--- src/rtl/door_motor_ctrl.sv ---
// rtl/door_motor_ctrl.sv - limit-switched up/down door motor controller
// Synchronised, debounced inputs drive a registered FSM with dead-time reversal, watchdog and fault latch.
module door_motor_ctrl #(
  parameter int DEB_CYCLES      = 4,
  parameter int DEADTIME_CYCLES = 8,
  parameter int TIMEOUT_CYCLES  = 1000,
  parameter int CNT_W           = 16
) (
  input  logic       CLK,
  input  logic       RST,
  input  logic       Activate,
  input  logic       Up_Max,
  input  logic       Down_Max,
  input  logic       Obstruct,
  output logic       Up_Motor,
  output logic       Down_Motor,
  output logic       Fault,
  output logic [2:0] State
);

  typedef enum logic [2:0] {
    IDLE    = 3'd0,
    MV_UP   = 3'd1,
    MV_DOWN = 3'd2,
    DEAD    = 3'd3,
    FAULT   = 3'd4
  } state_t;

  localparam int DEB_W = (DEB_CYCLES > 1) ? $clog2(DEB_CYCLES) : 1;
  localparam logic [DEB_W-1:0] DEB_LAST  = DEB_W'(DEB_CYCLES - 1);
  localparam logic [CNT_W-1:0] DEAD_LAST = CNT_W'(DEADTIME_CYCLES - 1);
  localparam logic [CNT_W-1:0] TMO_LAST  = CNT_W'(TIMEOUT_CYCLES - 1);

  // Bit order of the input vectors: {obstruct, down limit, up limit, activate}
  logic [3:0]       raw_in;
  logic [3:0]       sync1;
  logic [3:0]       sync2;
  logic [3:0]       filt;
  logic [DEB_W-1:0] deb_cnt [4];
  logic             act_q;

  logic act_f;
  logic up_f;
  logic dn_f;
  logic obs_f;
  logic act_p;

  assign raw_in = {Obstruct, Down_Max, Up_Max, Activate};
  assign act_f  = filt[0];
  assign up_f   = filt[1];
  assign dn_f   = filt[2];
  assign obs_f  = filt[3];
  assign act_p  = act_f & ~act_q;

  always_ff @(posedge CLK or negedge RST) begin
    if (!RST) begin
      sync1 <= '0;
      sync2 <= '0;
    end else begin
      sync1 <= raw_in;
      sync2 <= sync1;
    end
  end

  // A filtered bit flips only after DEB_CYCLES consecutive synced samples disagree with it.
  always_ff @(posedge CLK or negedge RST) begin
    if (!RST) begin
      filt  <= '0;
      act_q <= 1'b0;
      for (int i = 0; i < 4; i++) begin
        deb_cnt[i] <= '0;
      end
    end else begin
      act_q <= act_f;
      for (int i = 0; i < 4; i++) begin
        if (sync2[i] == filt[i]) begin
          deb_cnt[i] <= '0;
        end else if (deb_cnt[i] == DEB_LAST) begin
          filt[i]    <= sync2[i];
          deb_cnt[i] <= '0;
        end else begin
          deb_cnt[i] <= deb_cnt[i] + DEB_W'(1);
        end
      end
    end
  end

  state_t           state;
  state_t           state_n;
  logic             pend_up;
  logic             pend_up_n;
  logic             last_up;
  logic [CNT_W-1:0] cnt;

  always_comb begin
    state_n   = state;
    pend_up_n = pend_up;
    case (state)
      IDLE: begin
        if (up_f && dn_f) begin
          state_n = FAULT;
        end else if (act_p && dn_f) begin
          state_n = MV_UP;
        end else if (act_p && up_f) begin
          state_n = MV_DOWN;
        end else if (act_p) begin
          // Stopped mid-travel: restart in the opposite direction after the dead time.
          state_n   = DEAD;
          pend_up_n = ~last_up;
        end
      end
      MV_UP: begin
        if (up_f && dn_f) begin
          state_n = FAULT;
        end else if (up_f || act_p) begin
          state_n = IDLE;
        end else if (cnt == TMO_LAST) begin
          state_n = FAULT;
        end
      end
      MV_DOWN: begin
        if (up_f && dn_f) begin
          state_n = FAULT;
        end else if (dn_f) begin
          state_n = IDLE;
        end else if (obs_f) begin
          state_n   = DEAD;
          pend_up_n = 1'b1;
        end else if (act_p) begin
          state_n = IDLE;
        end else if (cnt == TMO_LAST) begin
          state_n = FAULT;
        end
      end
      DEAD: begin
        if (up_f && dn_f) begin
          state_n = FAULT;
        end else if (cnt >= DEAD_LAST) begin
          if (pend_up) begin
            state_n = up_f ? IDLE : MV_UP;
          end else begin
            state_n = dn_f ? IDLE : MV_DOWN;
          end
        end
      end
      FAULT: begin
        if (act_p && (up_f ^ dn_f)) begin
          state_n = IDLE;
        end
      end
      default: state_n = FAULT;
    endcase
  end

  always_ff @(posedge CLK or negedge RST) begin
    if (!RST) begin
      state      <= IDLE;
      pend_up    <= 1'b0;
      last_up    <= 1'b0;
      cnt        <= '0;
      Up_Motor   <= 1'b0;
      Down_Motor <= 1'b0;
      Fault      <= 1'b0;
    end else begin
      state   <= state_n;
      pend_up <= pend_up_n;
      if (state_n == MV_UP) begin
        last_up <= 1'b1;
      end else if (state_n == MV_DOWN) begin
        last_up <= 1'b0;
      end
      if (state_n != state) begin
        cnt <= '0;
      end else if ((state == MV_UP || state == MV_DOWN || state == DEAD) && cnt != '1) begin
        cnt <= cnt + CNT_W'(1);
      end
      Up_Motor   <= (state_n == MV_UP);
      Down_Motor <= (state_n == MV_DOWN);
      Fault      <= (state_n == FAULT);
    end
  end

  assign State = state;

endmodule

--- config.mk ---
export PLATFORM = sky130hd
export DESIGN_NAME = door_motor_ctrl
export DESIGN_NICKNAME = d
export VERILOG_FILES = /design/src/rtl/door_motor_ctrl.sv
export SDC_FILE = /design/constraint.sdc
export NUM_CORES = 1
export LEC_CHECK = 0
export ABC_AREA = 1
export CAP_MARGIN = 20
export CELL_PAD_IN_SITES_DETAIL_PLACEMENT = 1
export CELL_PAD_IN_SITES_GLOBAL_PLACEMENT = 1
export CORE_MARGIN = 8
export CORE_UTILIZATION = 41
export CTS_CLUSTER_DIAMETER = 40
export CTS_CLUSTER_SIZE = 40
export DETAILED_ROUTE_END_ITERATION = 16
export PLACE_DENSITY = 0.76
export REMOVE_ABC_BUFFERS = 1
export SYNTH_ARGS = -nofsm -noshare
export SYNTH_HDL_FRONTEND = slang
export SYNTH_SLANG_ARGS = --single-unit
export TNS_END_PERCENT = 100
--- constraint.sdc ---
create_clock -name CLK -period 1.64 [get_ports CLK]
set_input_delay 0.328 -clock CLK [delete_from_list [all_inputs] [get_ports CLK]]
set_output_delay 0.328 -clock CLK [all_outputs]
set_load 0.05 [all_outputs]
==> run metrics, run 1 <==
Worst slew margin 69.2%; Setup crit end cnt[6]; Setup WS post-layout -0.301 ns; final hold violations 0; global-route wire length before repair 11.6 mm; EDFF count, synth 0; Main synth FF type dfrtp_1; Yosys warning count 0; Post-DP Area 0.00288 mm2; Final ANT Viol Nets 0; HPWL reported at the end of detailed placement 4.31 mm; Layout area overhead 44.6%; Max Slew Vio Count 0; worst skew pair latency 0.31 ns; final hold slack 0.361 ns; post-synthesis register bit count 45; Fmax 515 MHz; transition time at the pin with the least slew margin 0.462 ns; status finished, violations left; r2r setup slk -0.30 ns; Crit Path Category reg -> reg; post-synthesis cell type count 24; fin nets 351; Sink Count 45; Critical R2R Launch cnt[0]; Seq pwr share 26.7%; vias per cell 5.10; root buf cell clkbuf_8; worst vdd ir 1.03 mV; DR pass1 iterations 4; WL final 7.44 mm; Worst path depth 11; Num CTS Buffers 5; crit path cell chain ha_4 -> nand2_4 -> nor2_4 -> nand2_2 -> nor2_4 -> nand4_1 -> nand2_2 -> buf_4 -> nor2_1 -> xnor2_1 -> nor2_4; final period utilization 118%; Reg2Reg Depth 11; clock buffer depth 2; IO Count 12; sequential fraction of the synthesis area 48.5%; CTS tree yes; Critical Path Max Stage Delay 0.42 ns; antenna violations before repair 0; Crit. Startpoint cnt[0]; routed length per instance 18.0 um; share of cells above drive strength 1 44.7%; Reg clk slew, reported paths 0.10 ns; # rows 27; Post-synth ARST share 100%; CP arrival 2.13 ns; final instance area 0.00336 mm2; Top Family by Delay on Critical Path simple AND/OR/NAND/NOR gates; # setup viols final 21; Sw Pwr 2610 uW; Final Wtd Congestion 0.859; required time of the critical path 1.82 ns; htree depth 2; Critical R2R Capture cnt[6]; RSZ-0062 raised after global routing true; Comb power frac 58.1%; syn_area_per_cell 8.76 um2; DR iter-0 viols 125; Placed Instances 392; largest net degree at the start of global routing 27; failing checks negative setup slack; drt drc 0; fill count 641; Starting Density 42.4%; Critical Path Sink Type register; CP Launch Type register; slowest CP cell dfrtp_1; Int Pwr 3260 uW; max_cap viols 0; total negative slack -5.07 ns; switching share of power 44.5%; global route overflow 0; ant diodes 0; Final Skew 0.0172 ns; dominant cell type by area after synthesis dfrtp_1; cell mode on critical path nor2_4; GRT Overall Usage 17.4%; minimum clock period 1.94 ns; power density of the placed cells 1750 mW/mm2; clock network fraction of total power 15.2%; P_leak 0.00159 uW; die area 0.00832 mm2; Non-Filler Instances 412; vias in the first global route 2,359; Max FO, Critical Path 3; HP Class reg -> reg; count leader, synth nand2_1; CP Buf/Inv Count 1; Post-Syn Instances 265; Die W 91.2 um; CORE AREA 0.00547 mm2; synth cell count leaders nand2_1 (65), dfrtp_1 (45), nor2_1 (36); Synth top area share 48.5%; PortBufs 11; via count 2,102; post-synthesis cell area 0.00232 mm2; chip height 91.2 um; Synth area leaders dfrtp_1 (49%), nand2_1 (11%), nor2_4 (6.3%), nor2_1 (5.8%), inv_1 (3.9%)
through the flow:
step,power (uW),utilization (%),setup WS (ns)
detailed placement,4140,52.7,-0.331
CTS,5590,58.8,-0.193
floorplan,2950,-,-0.553
global placement,4030,52.7,-0.233
global route,6180,61.3,-0.417
finish,5870,61.3,-0.301
timing repair:
action	4_1_cts	5_1_grt
setup endpoints to repair	19	21
buffers inserted	5	5
resized for setup	37	31
pin swaps	13	18
gates cloned	1	0
hold buffers	1	0
endpoints found under the hold margin	19	0
logic make-up after synthesis:
| family | count (synthesis) | share of synthesized area, % |
|---|---|---|
| compound gates | 18 | 4.15 |
| xor+xnor | 17 | 6.42 |
| fa+ha+maj | 6 | 3.23 |
| buf+inv | 31 | 5.88 |
| flops | 45 | 48.5 |
| mux | 1 | 0.485 |
| simple gates | 147 | 31.3 |
power by group through the flow:
stage	clock network, uW	logic [uW]	registers, uW
after floorplan	0	1180	1780
after global placement	0	2460	1560
after detailed placement	0	2570	1580
after CTS	904	3130	1560
after global routing	949	3640	1590
final	890	3410	1570
flip-flops by register name (all words and copies together), names as in the netlist:
signal      count
cnt            16
deb_cnt         8
filt            4
sync1           4
sync2           4
State           3
Down_Motor      1
Fault           1
Up_Motor        1
act_q           1
last_up         1
pend_up         1
layer usage:
metal	part of all wire [%]	GRT usage [%]
met4	3.3	8.73
met1	42	20.2
met3	3.3	3.21
met2	52	30.0
met5	0	0
how the worst min path moves through the flow:
stage	slack [ns]	cells after the start	startpoint	endpoint
detailed placement	0.30	1	RST	sync1[2]
finish	0.36	0	sync1[0]	sync2[0]
floorplan	0.03	0	RST	Down_Motor
global route	0.37	0	sync1[0]	sync2[0]
global placement	0.30	1	RST	sync1[2]
CTS	0.37	0	sync1[0]	sync2[0]
cell usage in the layout (no fill, tap or decap), drive strengths merged, types with 2 or more instances in the layout:
cell,count
nor2,50
nand3,9
xor2,8
ha,6
nor3,6
a21oi,9
buf,64
clkdlybuf4s50,4
and3,2
clkbuf,5
dfrtp,45
nand4,6
o21ai,7
xnor2,9
nand2,73
inv,30
layout make-up:
type,instances,area [um2],share of cell area (%)
clock inverter,3,47.5,1.42
clock buffer,5,68.8,2.05
timing repair buffer,69,618,18.4
tap,72,90.1,2.68
multi-input combinational,189,1290,38.4
inverter,29,114,3.39
sequential,45,1130,33.7
No activity file was read; power rests on OpenSTA's default activity.
==> inputs of run 2 (changes only) <==
--- a/config.mk
+++ b/config.mk
@@ -6,6 +6,7 @@
 export NUM_CORES = 1
 export LEC_CHECK = 0
 export ABC_AREA = 1
+export ABC_CLOCK_PERIOD_IN_PS = 1640
 export CAP_MARGIN = 20
 export CELL_PAD_IN_SITES_DETAIL_PLACEMENT = 1
 export CELL_PAD_IN_SITES_GLOBAL_PLACEMENT = 1
==> results of run 2 <==
The final DEF is identical to that of run 1; final timing and power are the same.
